[src/rtl/move_drop_if.sv]
// Handshake and board-status bundle between the player input blocks and move_drop_controller.
interface move_drop_if #(
    parameter int unsigned ROWS = 6,
    parameter int unsigned COLS = 7
);
    logic                   valid_move;
    logic [2:0]             selected_col;
    logic                   player_id;
    logic                   clear_board;
    logic                   busy;
    logic                   move_done;
    logic                   move_invalid;
    logic [2:0]             last_row;
    logic [2:0]             last_col;
    logic [ROWS*COLS-1:0]   board_p1;
    logic [ROWS*COLS-1:0]   board_p2;
    logic                   board_full;
    logic                   anim_valid;
    logic [2:0]             anim_row;
    logic [2:0]             anim_col;

    modport master (
        output valid_move, selected_col, player_id, clear_board,
        input  busy, move_done, move_invalid, last_row, last_col,
        input  board_p1, board_p2, board_full, anim_valid, anim_row, anim_col
    );

    modport slave (
        input  valid_move, selected_col, player_id, clear_board,
        output busy, move_done, move_invalid, last_row, last_col,
        output board_p1, board_p2, board_full, anim_valid, anim_row, anim_col
    );
endinterface

[src/rtl/move_drop_controller.sv]
// Connect-4 move validation and token drop into per-player occupancy bitmaps.
// Optional falling-token animation timing enabled by defining DROP_ANIM_EN.
module move_drop_controller #(
    parameter int unsigned ROWS       = 6,
    parameter int unsigned COLS       = 7,
    parameter int unsigned ANIM_TICKS = 5_000_000
) (
    input  logic         clk,
    input  logic         rst,
    move_drop_if.slave   bus
);
    localparam int unsigned N    = ROWS * COLS;
    localparam int unsigned HW   = $clog2(ROWS + 1);
    localparam int unsigned IDXW = $clog2(N);
    localparam logic [HW-1:0] ROWS_H = HW'(ROWS);

    if (ANIM_TICKS == 0) begin : g_bad_anim_ticks
        $error("ANIM_TICKS must be nonzero");
    end

    typedef enum logic [1:0] {IDLE, CHECK, DROP, PLACE} state_t;

    state_t          state_q, state_d;
    logic [2:0]      col_q, col_d;
    logic            player_q, player_d;
    logic [2:0]      target_q, target_d;
    logic [2:0]      cur_row_q, cur_row_d;
    logic [HW-1:0]   height_q [COLS];
    logic [HW-1:0]   height_d [COLS];
    logic [N-1:0]    board_p1_q, board_p1_d;
    logic [N-1:0]    board_p2_q, board_p2_d;
    logic [2:0]      last_row_q, last_row_d;
    logic [2:0]      last_col_q, last_col_d;
    logic            move_done_q, move_done_d;
    logic            move_invalid_q, move_invalid_d;

    logic [HW-1:0]   sel_height;
    logic [IDXW-1:0] place_idx;
    logic [N-1:0]    place_mask;
    logic            col_ok;
    logic            step_en;
    logic            full;

`ifdef DROP_ANIM_EN
    localparam int unsigned TW = (ANIM_TICKS > 1) ? $clog2(ANIM_TICKS) : 1;
    logic [TW-1:0]   tick_q, tick_d;
`endif

    always_comb begin
        sel_height = '0;
        full       = 1'b1;
        for (int unsigned c = 0; c < COLS; c++) begin
            if (col_q == 3'(c)) sel_height = height_q[c];
            if (height_q[c] != ROWS_H) full = 1'b0;
        end
        col_ok     = ({1'b0, col_q} < 4'(COLS));
        place_idx  = IDXW'(32'(target_q) * COLS + 32'(col_q));
        place_mask = {{(N-1){1'b0}}, 1'b1} << place_idx;
    end

    always_comb begin
        state_d        = state_q;
        col_d          = col_q;
        player_d       = player_q;
        target_d       = target_q;
        cur_row_d      = cur_row_q;
        height_d       = height_q;
        board_p1_d     = board_p1_q;
        board_p2_d     = board_p2_q;
        last_row_d     = last_row_q;
        last_col_d     = last_col_q;
        move_done_d    = 1'b0;
        move_invalid_d = 1'b0;
`ifdef DROP_ANIM_EN
        // Counter restarts on every row step and whenever DROP is left.
        step_en = (tick_q == TW'(ANIM_TICKS - 1));
        tick_d  = '0;
        if (state_q == DROP && !step_en) tick_d = tick_q + 1'b1;
`else
        step_en = 1'b1;
`endif

        case (state_q)
            IDLE: begin
                if (bus.valid_move) begin
                    col_d    = bus.selected_col;
                    player_d = bus.player_id;
                    state_d  = CHECK;
                end
            end
            CHECK: begin
                if (!col_ok || sel_height == ROWS_H) begin
                    move_invalid_d = 1'b1;
                    state_d        = IDLE;
                end else begin
                    target_d  = 3'(sel_height);
                    cur_row_d = 3'(ROWS - 1);
                    state_d   = DROP;
                end
            end
            DROP: begin
                if (step_en) begin
                    if (cur_row_q == target_q) state_d = PLACE;
                    else                       cur_row_d = cur_row_q - 1'b1;
                end
            end
            PLACE: begin
                if (player_q) board_p2_d = board_p2_q | place_mask;
                else          board_p1_d = board_p1_q | place_mask;
                for (int unsigned c = 0; c < COLS; c++) begin
                    if (col_q == 3'(c) && height_q[c] != ROWS_H)
                        height_d[c] = height_q[c] + 1'b1;
                end
                last_row_d  = target_q;
                last_col_d  = col_q;
                move_done_d = 1'b1;
                state_d     = IDLE;
            end
            default: state_d = IDLE;
        endcase

        // Clear overrides everything above, including a coincident strobe or a PLACE.
        if (bus.clear_board) begin
            state_d        = IDLE;
            height_d       = '{default: '0};
            board_p1_d     = '0;
            board_p2_d     = '0;
            move_done_d    = 1'b0;
            move_invalid_d = 1'b0;
`ifdef DROP_ANIM_EN
            tick_d         = '0;
`endif
        end
    end

    always_ff @(posedge clk or negedge rst) begin
        if (!rst) begin
            state_q        <= IDLE;
            col_q          <= '0;
            player_q       <= 1'b0;
            target_q       <= '0;
            cur_row_q      <= '0;
            height_q       <= '{default: '0};
            board_p1_q     <= '0;
            board_p2_q     <= '0;
            last_row_q     <= '0;
            last_col_q     <= '0;
            move_done_q    <= 1'b0;
            move_invalid_q <= 1'b0;
`ifdef DROP_ANIM_EN
            tick_q         <= '0;
`endif
        end else begin
            state_q        <= state_d;
            col_q          <= col_d;
            player_q       <= player_d;
            target_q       <= target_d;
            cur_row_q      <= cur_row_d;
            height_q       <= height_d;
            board_p1_q     <= board_p1_d;
            board_p2_q     <= board_p2_d;
            last_row_q     <= last_row_d;
            last_col_q     <= last_col_d;
            move_done_q    <= move_done_d;
            move_invalid_q <= move_invalid_d;
`ifdef DROP_ANIM_EN
            tick_q         <= tick_d;
`endif
        end
    end

    assign bus.busy         = (state_q != IDLE);
    assign bus.move_done    = move_done_q;
    assign bus.move_invalid = move_invalid_q;
    assign bus.last_row     = last_row_q;
    assign bus.last_col     = last_col_q;
    assign bus.board_p1     = board_p1_q;
    assign bus.board_p2     = board_p2_q;
    assign bus.board_full   = full;
`ifdef DROP_ANIM_EN
    assign bus.anim_valid   = (state_q == DROP);
    assign bus.anim_row     = cur_row_q;
    assign bus.anim_col     = col_q;
`else
    assign bus.anim_valid   = 1'b0;
    assign bus.anim_row     = '0;
    assign bus.anim_col     = '0;
`endif
endmodule

[src/flat_wrapper.sv]
// flat-port wrapper written by rule: the top's interface ports become plain ports
module move_drop_controller_flat 
#(
    parameter int unsigned ROWS       = 6,
    parameter int unsigned COLS       = 7,
    parameter int unsigned ANIM_TICKS = 5_000_000
)
  (clk, rst, bus_valid_move, bus_selected_col, bus_player_id, bus_clear_board, bus_busy, bus_move_done, bus_move_invalid, bus_last_row, bus_last_col, bus_board_p1, bus_board_p2, bus_board_full, bus_anim_valid, bus_anim_row, bus_anim_col);
  move_drop_if #(.ROWS(ROWS), .COLS(COLS)) bus_i ();
  input  logic clk;
  input  logic rst;
  input wire logic [$bits(bus_i.valid_move)-1:0] bus_valid_move;
  input wire logic [$bits(bus_i.selected_col)-1:0] bus_selected_col;
  input wire logic [$bits(bus_i.player_id)-1:0] bus_player_id;
  input wire logic [$bits(bus_i.clear_board)-1:0] bus_clear_board;
  output wire logic [$bits(bus_i.busy)-1:0] bus_busy;
  output wire logic [$bits(bus_i.move_done)-1:0] bus_move_done;
  output wire logic [$bits(bus_i.move_invalid)-1:0] bus_move_invalid;
  output wire logic [$bits(bus_i.last_row)-1:0] bus_last_row;
  output wire logic [$bits(bus_i.last_col)-1:0] bus_last_col;
  output wire logic [$bits(bus_i.board_p1)-1:0] bus_board_p1;
  output wire logic [$bits(bus_i.board_p2)-1:0] bus_board_p2;
  output wire logic [$bits(bus_i.board_full)-1:0] bus_board_full;
  output wire logic [$bits(bus_i.anim_valid)-1:0] bus_anim_valid;
  output wire logic [$bits(bus_i.anim_row)-1:0] bus_anim_row;
  output wire logic [$bits(bus_i.anim_col)-1:0] bus_anim_col;
  assign bus_i.valid_move = bus_valid_move;
  assign bus_i.selected_col = bus_selected_col;
  assign bus_i.player_id = bus_player_id;
  assign bus_i.clear_board = bus_clear_board;
  assign bus_busy = bus_i.busy;
  assign bus_move_done = bus_i.move_done;
  assign bus_move_invalid = bus_i.move_invalid;
  assign bus_last_row = bus_i.last_row;
  assign bus_last_col = bus_i.last_col;
  assign bus_board_p1 = bus_i.board_p1;
  assign bus_board_p2 = bus_i.board_p2;
  assign bus_board_full = bus_i.board_full;
  assign bus_anim_valid = bus_i.anim_valid;
  assign bus_anim_row = bus_i.anim_row;
  assign bus_anim_col = bus_i.anim_col;
  move_drop_controller #(.ROWS(ROWS), .COLS(COLS), .ANIM_TICKS(ANIM_TICKS)) u_core (.clk(clk), .rst(rst), .bus(bus_i));
endmodule
[config.mk]
export PLATFORM = sky130hd
export DESIGN_NAME = move_drop_controller_flat
export DESIGN_NICKNAME = d
export VERILOG_FILES = /design/src/rtl/move_drop_if.sv /design/src/rtl/move_drop_controller.sv /design/src/flat_wrapper.sv
export SDC_FILE = /design/constraint.sdc
export NUM_CORES = 1
export LEC_CHECK = 0
export BUFFER_PORTS_ARGS = -buffer_cell sky130_fd_sc_hd__clkbuf_2
export CORE_UTILIZATION = 30
export CTS_CLUSTER_SIZE = 12
export DETAILED_ROUTE_END_ITERATION = 16
export PLACE_DENSITY = 0.49
export SLEW_MARGIN = 20
export SYNTH_ARGS = -nofsm -noshare
export SYNTH_HDL_FRONTEND = slang
export SYNTH_SLANG_ARGS = --single-unit
export TNS_END_PERCENT = 20
[constraint.sdc]
create_clock -name clk -period 6.2 [get_ports clk]
set_clock_uncertainty 0.2 [all_clocks]
set_input_delay 1.55 -clock clk [delete_from_list [all_inputs] [get_ports clk]]
set_output_delay 1.55 -clock clk [all_outputs]
set_load 0.05 [all_outputs]
## Yosys cells after proc, flatten, opt, wreduce, memory -nomap -nowiden

Index checks and enable logic that the tools add are counted.

| storage, ports and cells | value |
|---|---|
| memories kept | 0 |
| ROM bits | 0 |
| output and inout port bits | 101 |
| flip-flop bits (word level) | 125 |
| input bits | 8 |
| bits in writable memories | 0 |
| bits in latches | 0 |
| logic and storage cells | 133 |

| operators by class | value |
|---|---|
| shift-type cells | 1 |
| add/subtract/negate cells | 9 |
| equal/unequal tests | 23 |
| mux-type cells | 42 |
| reductions and logical operators | 35 |
| bitwise logic cells | 3 |
| $mul | 1 |
| div/mod/pow operators | 0 |
| magnitude comparators | 1 |

Operators by type and width:

| kind | count |
|---|---|
| 42-bit 2-to-1 mux | 6 |
| 42-bit bitwise OR | 2 |
| 3-bit 2-to-1 mux | 16 |
| 21-bit 2-to-1 mux | 2 |
| 1-bit by 6-bit left shift with 42-bit output (first input constant) | 1 |
| 3-bit != test (second input constant) | 8 |
| 2-bit AND reduction | 12 |
| 2-bit nonzero test | 11 |
| 3-bit by 1-bit adder with 3-bit output (second input constant) | 7 |
| 3-bit equality test (second input constant) | 4 |
| 1-bit 2-to-1 mux | 12 |
| 2-bit 2-to-1 mux | 4 |
| 2-bit case mux with 4 select lines | 1 |
| 1-bit logical AND | 7 |
| 6-bit by 3-bit adder with 6-bit output | 1 |
| 3-bit by 2-bit equality test with 1-bit output (second input constant) | 2 |
| 3-bit by 3-bit multiplier with 6-bit output (second input constant) | 1 |
| 2-bit != test (second input constant) | 3 |
| 3-bit case mux with 2 select lines | 1 |
| 2-bit equality test (second input constant) | 2 |
| 3-bit by 1-bit equality test with 1-bit output (second input constant) | 1 |
| 3-bit equality test | 1 |
| 3-bit logical NOT | 1 |
| 3-bit < comparator (second input constant) | 1 |
| other kinds (8) | 8 |

## Longest topological paths before layout

| depth | value |
|---|---|
| depth in word-level cells | 13 |
| gate-level depth with buffers | 14 |
| gate-level depth less buffers | 11 |

## Least setup slack after synthesis

Ideal clock, no wire load.

| timing | value |
|---|---|
| path type | register to output |
| from | register u_core.height_q[0] (netlist name) |
| to | output bus_board_full |
| path slack | 2.169 ns |
| path buffers | 0 |
| arrival time | 2.281 ns |
| cell stages (with the launch flop) | 5 |
| required time | 4.450 ns |
| path through | dfrtp_1 > inv_1 > ha_1 > nand4_1 > nor4_1 |

| on the way | value |
|---|---|
| word-level cells in the longest chain between the ends | 2 |

RTL lines:

| element | RTL line | RTL |
|---|---|---|
| from (decl) | move_drop_controller.sv:28 | `logic [HW-1:0] height_q [COLS];` |
| from (signal assigned) | move_drop_controller.sv:159 | `height_q <= height_d;` |
| 3-bit != test | move_drop_controller.sv:54 | `if (height_q[c] != ROWS_H) full = 1'b0;` |
| 1-bit 2-to-1 mux | move_drop_controller.sv:54 |  |
| to (decl) | flat_wrapper.sv:23 | `output wire logic [$bits(bus_i.board_full)-1:0] bus_board_full;` |

Every way passes these cells.

## Final worst setup path

| timing | value |
|---|---|
| from | register u_core.target_q[1] |
| to | register u_core.board_p1_q[37], in the netlist u_core.bus.board_p1[37] |

| on the way | value |
|---|---|
| word-level cells in the longest chain between the ends | 7 |

RTL lines:

| element | RTL line | RTL |
|---|---|---|
| from (decl) | move_drop_controller.sv:26 | `logic [2:0] target_q, target_d;` |
| from (signal assigned) | move_drop_controller.sv:157 | `target_q <= target_d;` |
| 3-bit by 3-bit multiplier with 6-bit output | move_drop_controller.sv:57 | `place_idx = IDXW'(32'(target_q) * COLS + 32'(col_q));` |
| 6-bit by 3-bit adder with 6-bit output | move_drop_controller.sv:57 |  |
| 1-bit by 6-bit left shift with 42-bit output | move_drop_controller.sv:58 | `place_mask = {{(N-1){1'b0}}, 1'b1} << place_idx;` |
| 42-bit bitwise OR | move_drop_controller.sv:109 | `else board_p1_d = board_p1_q \| place_mask;` |
| 42-bit 2-to-1 mux | move_drop_controller.sv:108 | `if (player_q) board_p2_d = board_p2_q \| place_mask;` |
| 42-bit 2-to-1 mux | move_drop_controller.sv:83 | `case (state_q)` |
| 42-bit 2-to-1 mux | move_drop_controller.sv:123 | `if (bus.clear_board) begin` |
| to (signal assigned) | move_drop_controller.sv:160 | `board_p1_q <= board_p1_d;` |
| to (decl) | move_drop_controller.sv:30 | `logic [N-1:0] board_p1_q, board_p1_d;` |

Every way passes these cells. The select of a mux whose other input is x is not followed.
A chain may end at the register's enable or synchronous reset.

==> flow_summary.json <==
{
  "ant_nets": 0,
  "insertion_delay_ps": 410,
  "synth-seq-cells": 125,
  "syn2layout_area_growth_pct": 21.4,
  "vias": 4362,
  "vdd_drop_max_mv": 0.293,
  "antenna_found_initial": 0,
  "clk_pin_slew_worst_paths_ps": 60,
  "final_area_mm2": 0.00711,
  "ys.flop_type": "dfrtp_1",
  "io_pins": 109,
  "tightest_slew_ps": 918,
  "arrival_ps": 4240,
  "grt_max_degree": 84,
  "yosys.cell_types.count": 48,
  "nets": 704,
  "fill_cells": 1910,
  "mostFrequentLayoutCell": "dfrtp_1",
  "mostFrequentLayoutCells": "dfrtp_1, nor2_1, clkbuf_2",
  "fin_crit_sh_pct": 66.2,
  "drive_gt1_share_pct": 22.8,
  "cts_resized": 0,
  "port_buffers": 101,
  "worst-setup-path-type": "reg -> reg",
  "totalWireLength_mm": 14.9,
  "die_w_um": 142,
  "clockBufferDepth": 2,
  "postPlaceCellArea_mm2": 0.00653,
  "min_period_ps": 4100,
  "gr-total-overflow": 0,
  "synth_top_cell_area_share_pct": 53.4,
  "slew_violations": 0,
  "holdPathStages": 2,
  "rsz0062_at_grt": "false",
  "coreArea_mm2": 0.0190,
  "required_ps": 6340,
  "drv_cap": 0,
  "reg2reg_depth": 10,
  "p_per_area_mw_per_mm2": 471,
  "track_usage_pct": 15.8,
  "pre_cts_ws_ps": 2080,
  "finalCoreUtilization_pct": 37.5,
  "fmax_mhz": 244,
  "wl_per_cell_um": 16.0,
  "gp_congestion": 0.791,
  "htreeDepth": 4,
  "dieArea_mm2": 0.0201,
  "status": "complete, no violations",
  "antennaDiodeCount": 0,
  "hold_buffers": 0,
  "dp_cells": 904,
  "final_cells": 934,
  "relSlewSlack_pct": 38.6,
  "cts_root_buffer": "clkbuf_16",
  "dr.first_iter.drc_count": 209,
  "startpoint_type": "flop",
  "cts_setup_buffers": 0,
  "dp_hpwl_mm": 10.3,
  "end_kind": "flop",
  "yosysWarnings": 0,
  "grt_pass1_wl_mm": 24.3,
  "die_h_um": 142,
  "total_power_mw": 3.35,
  "postSynthAreaPerCell_um2": 10.4,
  "routed_via_density": 4.67,
  "worstPathMaxFanout": 16,
  "whs_ps": 301,
  "fin_tns_setup_ps": 0,
  "finalWorstSetupSlack_ps": 2100,
  "grt_pass1_vias": 4430,
  "start_util_pct": 30.9,
  "first_pass_iters": 4,
  "syn-instance-count": 566,
  "synth_edf_count": 0,
  "finalHoldViolations": 0,
  "leakage_nw": 3.39,
  "synthTopCellsByArea": "dfrtp_1, nor2_1, a21oi_1",
  "cts_tree": "yes",
  "min_path_type": "reg -> reg",
  "drc": 0,
  "synth_async_sr_flop_share_pct": 100,
  "numCtsBuffers": 17,
  "setup_viol": 0,
  "synth_area_mm2": 0.00586,
  "yosys.area.top_type": "dfrtp_1",
  "placementRows": 50,
  "clock_sinks": 125,
  "yosysSeqAreaShare_pct": 53.4
}
-- worst paths after layout --
path / from / end / slack [ps]
min in group asynchronous: rst / u_core.height_q[13] / 990
worst min-delay path: u_core.bus.board_p1[35] / u_core.bus.board_p1[35] / 300
worst max register to register: u_core.target_q[1] / u_core.bus.board_p1[37] / 2100
max in group asynchronous: rst / u_core.bus.board_p1[32] / 3740
worst min register to register: u_core.bus.board_p1[35] / u_core.bus.board_p1[35] / 300
worst max-delay path: u_core.target_q[1] / u_core.bus.board_p1[37] / 2100
-- Yosys cell counts, types with 2 or more instances --
cell type  instances
nand4_1            5
or3_1              2
a21oi_1           85
dfrtp_1          125
buf_4              8
nand2b_1           6
nor3_1             5
nor2_1           123
nand2_1           22
mux2_2            10
a2bb2oi_1          4
o21ai_0            4
ha_1              29
mux2i_1            7
a211oi_1          11
o22ai_1            5
a22oi_1            2
inv_1             29
buf_6              7
fa_1               4
nor4_1             2
buf_2              3
a21o_1             2
nand3b_1           2
a221oi_2           2
xor2_1             5
xnor2_1           16
nor2b_1            5
a211oi_4           4
clkbuf_1          12
nand3_1            3
-- critical path, cell delays in order (launching register included) --
cell	delay (ps)
dfrtp_1	540
fa_1	500
fa_1	550
inv_1	70
fa_1	490
nor2b_1	140
o21a_1	140
or3_1	390
and4_1	710
a21oi_1	160
nor2_1	130
-- sequential cells by signal (all words and copies together) (netlist names) --
| register | flops |
|---|---|
| u_core.bus.board_p1 | 42 |
| u_core.bus.board_p2 | 42 |
| u_core.bus.last_col | 3 |
| u_core.bus.last_row | 3 |
| u_core.bus.move_done | 1 |
| u_core.bus.move_invalid | 1 |
| u_core.col_q | 3 |
| u_core.cur_row_q | 3 |
| u_core.height_q | 21 |
| u_core.player_q | 1 |
| u_core.state_q | 2 |
| u_core.target_q | 3 |
-- kinds of logic after synthesis --
family,after synthesis,synth area share (%)
adder cells (fa/ha/maj),33,7.56
other,1,0.0640
AO/OA/AOI/OAI,128,14.1
XOR/XNOR,22,3.42
multiplexers,17,3.12
flip-flops,125,53.4
buffers and inverters,60,5.32
AND/OR/NAND/NOR,180,13.0
-- cell type report --
class	instances	area, µm²	share of cell area, %
clock buffer	18	439	6.17
clock inverter	12	140	1.97
inverter	29	109	1.53
multi-input combinational	387	2440	34.3
sequential	125	3130	44.0
tap	260	325	4.57
timing repair buffer	103	529	7.44
-- where the power goes --
part	internal (mW)	leakage, nW	switching, mW	total [mW]
combinational	0.390	1.40	1.03	1.42
clock	0.601	0.275	0.370	0.970
sequential	0.858	1.72	0.0983	0.956
-- layer usage --
metal  GRT usage [%]  wire length, µm  vias to the layer above
li1                -                -                     2080
met1            20.6             7000                     2160
met2            24.1             6730                      110
met3            5.47              995                       12
met4            5.49              173                        0
met5               0                0                        -
No activity file was read; power rests on OpenSTA's default activity.
